===== src/rtl/min_pkg.sv =====
// Shared definitions for the Min processor: control-field bit positions,
// internal bus source codes, ALU opcodes and condition-code positions.
package min_pkg;

  localparam int EU_W = 18;

  // eucntl bit positions
  localparam int EU_PC_LD         = 17;
  localparam int EU_PC_INC        = 16;
  localparam int EU_IR_LD         = 15;
  localparam int EU_MAR_LD        = 14;
  localparam int EU_MDR_LD_MEM    = 13;
  localparam int EU_MDR_LD_BUS    = 12;
  localparam int EU_MEM_WR        = 11;
  localparam int EU_ACC_LD        = 10;
  localparam int EU_CC_LD         = 9;
  localparam int EU_BUS_SRC_HI    = 8;
  localparam int EU_BUS_SRC_LO    = 6;
  localparam int EU_ALU_FORCE_ADD = 5;
  localparam int EU_ALU_B_ONE     = 4;

  // condition-code bit positions in cc
  localparam int CC_N = 3;
  localparam int CC_Z = 2;
  localparam int CC_C = 1;
  localparam int CC_V = 0;

  typedef enum logic [2:0] {
    BUS_PC    = 3'b000,
    BUS_ACC   = 3'b001,
    BUS_MDR   = 3'b010,
    BUS_IR_ZX = 3'b011,
    BUS_ALU   = 3'b100,
    BUS_IR_SX = 3'b101,
    BUS_ZERO  = 3'b110,
    BUS_ONES  = 3'b111
  } bus_src_e;

  typedef enum logic [2:0] {
    ALU_ADD  = 3'b000,
    ALU_SUB  = 3'b001,
    ALU_AND  = 3'b010,
    ALU_OR   = 3'b011,
    ALU_XOR  = 3'b100,
    ALU_NOT  = 3'b101,
    ALU_PASS = 3'b110,
    ALU_SHL  = 3'b111
  } alu_op_e;

endpackage


===== src/rtl/min_alu.sv =====
// Combinational ALU: result and {N,Z,C,V} from A, B and the operation.
module min_alu
  import min_pkg::*;
#(
  parameter int DW = 16
) (
  input  logic [DW-1:0] i_a,
  input  logic [DW-1:0] i_b,
  input  alu_op_e       i_op,
  output logic [DW-1:0] o_res,
  output logic [3:0]    o_flags
);

  logic [DW:0]   w_sum;
  logic [DW-1:0] w_res;
  logic          w_c;
  logic          w_v;

  // Operation select; carry/overflow only meaningful for ADD, SUB and SHL
  always_comb begin
    w_sum = '0;
    w_res = '0;
    w_c   = 1'b0;
    w_v   = 1'b0;
    case (i_op)
      ALU_ADD: begin
        w_sum = {1'b0, i_a} + {1'b0, i_b};
        w_res = w_sum[DW-1:0];
        w_c   = w_sum[DW];
        w_v   = (i_a[DW-1] == i_b[DW-1]) && (w_res[DW-1] != i_a[DW-1]);
      end
      ALU_SUB: begin
        w_sum = {1'b0, i_a} + {1'b0, ~i_b} + (DW+1)'(1);
        w_res = w_sum[DW-1:0];
        w_c   = w_sum[DW];
        w_v   = (i_a[DW-1] != i_b[DW-1]) && (w_res[DW-1] != i_a[DW-1]);
      end
      ALU_AND:  w_res = i_a & i_b;
      ALU_OR:   w_res = i_a | i_b;
      ALU_XOR:  w_res = i_a ^ i_b;
      ALU_NOT:  w_res = ~i_a;
      ALU_PASS: w_res = i_b;
      ALU_SHL: begin
        w_res = {i_a[DW-2:0], 1'b0};
        w_c   = i_a[DW-1];
      end
      default: w_res = '0;
    endcase
  end

  assign o_res   = w_res;
  assign o_flags = {w_res[DW-1], (w_res == '0), w_c, w_v};

endmodule


===== src/rtl/min_eu.sv =====
// Min execution unit: PC, MAR, MDR, ACC, IR, cc, internal bus, ALU and
// synchronous main memory, all steered by the registered control field.
module min_eu
  import min_pkg::*;
#(
  parameter int    DW       = 16,
  parameter int    AW       = 8,
  parameter int    OBS_ADDR = 17,
  parameter string MEM_INIT = ""
) (
  input  logic            clock,
  input  logic            reset,
  input  logic [EU_W-1:0] eucntl,
  input  logic [2:0]      opcntl,
  output logic [3:0]      cc,
  output logic [DW-1:0]   ifd,
  output logic [DW-1:0]   mem17
);

  localparam logic [AW-1:0] OBS_IDX = AW'(OBS_ADDR);

  logic [DW-1:0] r_pc;
  logic [AW-1:0] r_mar;
  logic [DW-1:0] r_mdr;
  logic [DW-1:0] r_acc;
  logic [DW-1:0] r_ir;
  logic [3:0]    r_cc;
  logic [DW-1:0] r_mem [2**AW];

  logic [DW-1:0] w_bus;
  logic [DW-1:0] w_alu_b;
  logic [DW-1:0] w_alu_res;
  logic [3:0]    w_alu_flags;
  logic [DW-1:0] w_mem_rd;
  bus_src_e      w_bus_src;
  alu_op_e       w_alu_op;
  logic          w_unused;

  // Reserved low control bits carry no function
  assign w_unused  = ^eucntl[3:0];

  assign w_bus_src = bus_src_e'(eucntl[EU_BUS_SRC_HI:EU_BUS_SRC_LO]);
  assign w_alu_op  = eucntl[EU_ALU_FORCE_ADD] ? ALU_ADD : alu_op_e'(opcntl);
  assign w_alu_b   = eucntl[EU_ALU_B_ONE] ? DW'(1) : r_mdr;
  assign w_mem_rd  = r_mem[r_mar];

  min_alu #(.DW(DW)) u_alu (
    .i_a     (r_acc),
    .i_b     (w_alu_b),
    .i_op    (w_alu_op),
    .o_res   (w_alu_res),
    .o_flags (w_alu_flags)
  );

  // Internal bus source multiplexer
  always_comb begin
    w_bus = '0;
    case (w_bus_src)
      BUS_PC:    w_bus = r_pc;
      BUS_ACC:   w_bus = r_acc;
      BUS_MDR:   w_bus = r_mdr;
      BUS_IR_ZX: w_bus = {{(DW-8){1'b0}}, r_ir[7:0]};
      BUS_ALU:   w_bus = w_alu_res;
      BUS_IR_SX: w_bus = {{(DW-8){r_ir[7]}}, r_ir[7:0]};
      BUS_ZERO:  w_bus = '0;
      BUS_ONES:  w_bus = '1;
      default:   w_bus = '0;
    endcase
  end

  // Datapath registers: all loads sample pre-edge values in parallel
  always_ff @(posedge clock or posedge reset) begin
    if (reset) begin
      r_pc  <= '0;
      r_mar <= '0;
      r_mdr <= '0;
      r_acc <= '0;
      r_ir  <= '0;
      r_cc  <= '0;
    end else begin
      if (eucntl[EU_PC_LD])
        r_pc <= w_bus;
      else if (eucntl[EU_PC_INC])
        r_pc <= r_pc + DW'(1);
      if (eucntl[EU_IR_LD])
        r_ir <= w_mem_rd;
      if (eucntl[EU_MAR_LD])
        r_mar <= w_bus[AW-1:0];
      if (eucntl[EU_MDR_LD_MEM])
        r_mdr <= w_mem_rd;
      else if (eucntl[EU_MDR_LD_BUS])
        r_mdr <= w_bus;
      if (eucntl[EU_ACC_LD])
        r_acc <= w_bus;
      if (eucntl[EU_CC_LD])
        r_cc <= w_alu_flags;
    end
  end

  // Memory write; reads above see the old word in the same cycle
  always_ff @(posedge clock) begin
    if (eucntl[EU_MEM_WR] && !reset)
      r_mem[r_mar] <= r_mdr;
  end

  assign cc    = r_cc;
  assign ifd   = r_ir;
  assign mem17 = r_mem[OBS_IDX];

endmodule


===== config.mk =====
export PLATFORM = sky130hd
export DESIGN_NAME = min_eu
export DESIGN_NICKNAME = d
export VERILOG_FILES = /design/src/rtl/min_pkg.sv /design/src/rtl/min_alu.sv /design/src/rtl/min_eu.sv
export SDC_FILE = /design/constraint.sdc
export NUM_CORES = 2
export LEC_CHECK = 0
export CORE_MARGIN = 5
export CORE_UTILIZATION = 50
export DETAILED_ROUTE_END_ITERATION = 10
export PLACE_DENSITY = 0.61
export SETUP_SLACK_MARGIN = 0.15
export SLEW_MARGIN = 20
export SYNTH_ARGS = -nofsm -noshare
export SYNTH_HDL_FRONTEND = slang
export SYNTH_SLANG_ARGS = --single-unit
export TNS_END_PERCENT = 5

===== constraint.sdc =====
create_clock -name clock -period 9.2 [get_ports clock]
set_input_delay 0.92 -clock clock [delete_from_list [all_inputs] [get_ports clock]]
set_output_delay 0.92 -clock clock [all_outputs]
set_load 0.005 [all_outputs]

; Word-level counts from Yosys, hierarchy flattened
; Memory sizes are Yosys's and may differ from the RTL's.
; Cells that the tools add are included.
[word_totals]
reg_bits = 76
ram_bits = 4096
word_cells = 55
memories = 1
[mem_list]
columns = memory, words, width, rd, rd_ports_with_merged_regs, write_ports, line_no
row1 = r_mem, 256, 16, 2, 0, 1, min_eu.sv:28  ; logic [DW-1:0] r_mem [2**AW];
[classes]
add_sub_neg = 4
n_eq_ne = 18
muxes = 12
bitwise_logic = 5
reduce_logical = 9
[ops]
columns = cell, n
row1 = case mux 16 bit (8 select lines), 2
row2 = 2-to-1 mux 16 bit, 5
row3 = adder 16 x 16 -> 17 bit, 2
row4 = inverter 16 bit, 2
row5 = "equality test 3 bit, second input constant", 8
row6 = "adder 17 x 1 -> 17 bit, second input constant", 1
row7 = "adder 16 x 1 -> 16 bit, second input constant", 1
row8 = bitwise AND 16 bit, 1
row9 = logical NOT 16 bit, 1
row10 = OR 16 bit, 1
row11 = bitwise XOR 16 bit, 1
row12 = "equality test 3 x 2 -> 1 bit, second input constant", 4
row13 = "equality test 3 x 1 -> 1 bit, second input constant", 2
row14 = logical NOT 3 bit, 2
row15 = nonzero test 2 bit, 2
row16 = logical AND 1 bit, 3
row17 = 2-to-1 mux 3 bit, 1
row18 = != test 1 bit, 3
row19 = case mux 1 bit (3 select lines), 1
row20 = 2-to-1 mux 1 bit, 2
row21 = case mux 1 bit (2 select lines), 1
row22 = equality test 1 bit, 1
row23 = logical NOT 1 bit, 1

; Logic depth before layout (Yosys ltp)
[depth]
ltp_word = 8
depth_mapped = 15
mapped_depth_nobuf = 13

; By module
; Synthesis repeated with hierarchy kept, for this count alone.
[unflattened]
hier_cells = 8337
hier_area_um2 = 165005.8
[by_module_without_submodules]
columns = module, n_inst, cells_per_inst, area_per_inst_um2, seq_area_each_um2
row1 = min_eu, 1, 7857, 161656.3, 124899.8
row2 = min_alu, 1, 480, 3349.5, 0.0

; Least setup slack after synthesis
; No wires, ideal clock.
[synth_timing]
path_type = flip-flop to flip-flop
start = register r_mdr[4]
end = register r_mdr[9]
arrival_ps = 6412
required_time_ps = 9063
path_slack_ps = 2651
path_stages_with_launch = 13
n_path_buf = 1
period_less_slack_ps = 6549
cell_sequence = dfrtp_1 nand2_1 ha_1 clkbuf_2 and3b_1 o31ai_1 nand2_1 a2111oi_0 xnor2_1 a221o_1 a211o_1 a311oi_1 a21oi_1
[synth_between]
elab_chain_cells = 8
word_cells_on_any_way = 9
[synth_rtl]
columns = item, line_no
row1 = start: declaration, min_eu.sv:24  ; logic [DW-1:0] r_mdr;
row2 = start signal: assignment, min_eu.sv:90  ; r_mdr <= w_mem_rd;
row3 = start signal: assignment, min_eu.sv:92  ; r_mdr <= w_bus;
row4 = 2-to-1 mux 16 bit *, min_eu.sv:44  ; assign w_alu_b = eucntl[EU_ALU_B_ONE] ? DW'(1) : r_mdr;
row5 = inverter 16 bit, min_alu.sv:33  ; w_sum = {1'b0, i_a} + {1'b0, ~i_b} + (DW+1)'(1);
row6 = adder 16 x 16 -> 17 bit, min_alu.sv:33
row7 = adder 17 x 1 -> 17 bit, min_alu.sv:33
row8 = case mux 16 bit (8 select lines) *, min_alu.sv:25  ; case (i_op)
row9 = case mux 16 bit (8 select lines) *, min_eu.sv:58  ; case (w_bus_src)
row10 = 2-to-1 mux 16 bit *, min_eu.sv:91  ; else if (eucntl[EU_MDR_LD_BUS])
row11 = 2-to-1 mux 16 bit *, min_eu.sv:89  ; if (eucntl[EU_MDR_LD_MEM])
; Mark *: on every way between the ends. The rest lies on a longest branch, timed or not. The select of a mux whose other input is x is not followed.
; A chain may end at the register's enable or synchronous reset.

; Final worst setup path
[layout_timing]
start = register r_mar[0]
end = register r_mdr[15]
[layout_between]
elab_chain_cells = 2
[layout_rtl]
columns = item, line_no
row1 = start: declaration, min_eu.sv:23  ; logic [AW-1:0] r_mar;
row2 = start signal: assignment, min_eu.sv:88  ; r_mar <= w_bus[AW-1:0];
row3 = memory (256 x 16 bit), n/a
row4 = 2-to-1 mux 16 bit, min_eu.sv:89
; No other way between the ends.

==> impl_results.md <==
- Status: completed
- Combined global-route utilization of all metal layers: 25.3%
- Net count reported at finish: 7774
- Max-cap violation count: 0
- Top cell type's share of synthesized area: 75.2%
- Number of buffers added to fix hold violations after cts: 0
- Initial Util: 50.1%
- Clock transition at path regs: 0.06 ns
- Port Buffers: 54
- DR DRC count: 0
- Type of destination of the critical path: register
- Worst slew margin relative to its limit: 15.7%
- Core area: 0.327 mm2
- Total CTS buffers: 426
- Top-Level Pins: 59
- Area growth from synthesis to layout: 13.3%
- Seq/Total Area, Yosys: 76.4%
- Final std cell area, no fill: 0.185 mm2
- Ratio of final minimum period to clock period: 62.2%
- Final core occ: 56.7%
- Longest Clk Path Bufs: 4
- Flop and latch count out of synthesis: 4172
- Area contributors post-synth: edfxtp_1 (75%), mux4_2 (18%), dfrtp_1 (1.2%)
- Number of H-tree levels: 5
- Pin count of the biggest net entering global routing: 193
- Number of global-route vias before repair: 79300
- Sink count of the clock tree: 4172
- WP data required: 10.05 ns
- Antenna Violating Nets Remaining: 0
- Width of the die: 582 um
- Source-to-sink clock delay at the later pin of the worst-skew pair: 0.96 ns
- Setup TNS: 0 ns
- Die Outline Area: 0.339 mm2
- Routability Congestion: 0.860
- Crit start category: register
- Worst path arrival time: 6.58 ns
- Top flip-flop cell by instance count after synthesis: edfxtp_1
- Setup CP Type: reg -> reg
- Chip Height: 582 um
- First-pass GRT wire length: 610000 um
- Syn Nets: 7317
- Post-CTS Setup Repair Bufs: 0
- Final-report setup violation count: 0
- F_max: 0.175 GHz
- Final clock skew: 0.0414 ns
- Unrepaired setup endpoints after global routing: no
- Site Rows: 210
- Detailed Route Iter0 Violations: 10300
- Mean routed wirelength per cell: 34.9 um
- TritonCTS clock tree: yes
- Count of cells resized by post-cts repair: 0
- Share of post-route cells with drive strength above 1: 31.8%
- Syn Area/Cell: 22.6 um2
- Largest fanout on the critical path: 81
- Synth Cell Area: 0.164 mm2
- Leakage power: 58.1 nW
- Worst setup slack before clock tree synthesis: 3.08 ns
- Number of flops mapped to enable cells by yosys: 4096
- Via total after detailed routing: 79400
- Min-delay worst type: in -> reg
- Worst Tran Pin Value: 1.26 ns
- Instance count after placement with tap cells included: 11600
- Dominant cell by count in the synthesized netlist: edfxtp_1
- Proportion of register bits with asynchronous set or reset after synthesis: 1.82%
- Post-layout power: 51.9 mW
- First-pass iteration count of the detailed router: 8
- Number of distinct standard cells referenced by the synthesized netlist: 84
- Congestion Overflow GR: 0
- Final Hold Fails: 0
- Dpl cell area: 0.172 mm2
- Gate count after technology mapping: 7233
- Final instance count without filler cells: 12400
- Initial antenna violation count: 15
- Synth cell count leaders: edfxtp_1 (4096), mux4_2 (1273), nor2_1 (387)
- HPWL Detailed: 253000 um
- Minimum hold slack: 0.487 ns
- Wirelength, routed: 432000 um
- Top cell type by total area after synthesis: edfxtp_1
- Syn. warnings: 0
- Final critical-path required period: 5.72 ns
- Vias/cell: 6.41
- PnR worst setup slack: 3.48 ns
- Fin. max-slew vios: 0
- Root Buffer Master: clkbuf_16
- Power density of the placed cells: 280 mW/mm2
- Worst IR drop on VDD: 0.318 mV
[layout by cell type (no fill, tap or decap), drive strengths merged, types with 23 or more instances in the layout]
cell,count
nand3,62
mux2i,44
dfrtp,76
nor2b,23
o21ai,54
edfxtp,4096
buf,391
nand2,152
mux4,1273
nor2,387
bufinv,38
clkdlybuf4s50,53
clkinv,179
inv,77
clkbuf,538
a21oi,109
a22oi,59
ha,59
[report_power, final]
| group | internal (mW) | total (mW) | switching [mW] | leakage (nW) |
|---|---|---|---|---|
| clock network | 9.76 | 16.9 | 7.12 | 6.62 |
| registers | 23.8 | 24.6 | 0.856 | 37.8 |
| logic | 3.50 | 10.4 | 6.89 | 13.7 |
| total | 37.0 | 51.9 | 14.9 | 58.1 |
[worst paths after layout]
path | slack [ns] | cells past startpoint | from | endpoint
setup reg to reg | 3.48 | 12 | r_mar[0] | r_mdr[15]
max in group asynchronous | 7.46 | 4 | reset | r_mdr[8]
min in group asynchronous | 0.53 | 3 | reset | ifd[4]
setup / recovery | 3.48 | 12 | r_mar[0] | r_mdr[15]
hold / removal | 0.49 | 3 | eucntl[17] | r_pc[13]
hold reg to reg | 0.51 | 2 | cc[2] | cc[2]
[cell families after synthesis]
kind of cell,after synthesis,share of synthesized area [%]
AOI/OAI and AO/OA,414,1.74
xor gates and xnor gates,27,0.145
adders and majority gates,61,0.476
buffers and inverters,479,1.38
DFF,4172,76.4
muxes,1326,17.9
and+or+nand+nor,754,2.05
[registers in the layout, indices dropped and copies added (netlist names)]
signal	count
r_mdr	16
r_mem	4096
r_acc	16
r_mar	8
ifd	16
cc	4
r_pc	16
[metal layers]
metal | share of wire [%] | up-vias | track usage [%]
met5 | 0.0030 | - | 0
met4 | 3.4 | 2 | 7.86
met3 | 8.7 | 650 | 4.67
met2 | 48 | 3804 | 39.8
met1 | 40 | 43300 | 36.6
li1 | - | 31700 | -
[cell type report]
cell class	instances	area, um2
fill	23700	141000
sequential	4172	125000
multi-input combinational	2582	37300
clock buffer	538	11400
tap	4346	5440
timing repair buffer	444	3770
clock inverter	241	2190
inverter	64	249
antenna	7	17.5
[worst max-delay path, cell delays in order (launching register included)]
cell and delay (ns):
dfrtp_4 0.76, buf_12 0.31, buf_12 0.46, buf_4 0.59, buf_4 0.40, mux4_2 0.54, a22oi_1 0.38, nand3_1 0.19
nand2_1 0.11, nand4_1 0.19, nor4_2 1.01, o22ai_1 0.17, a31o_1 0.22
(Power assumes the default switching activity.)
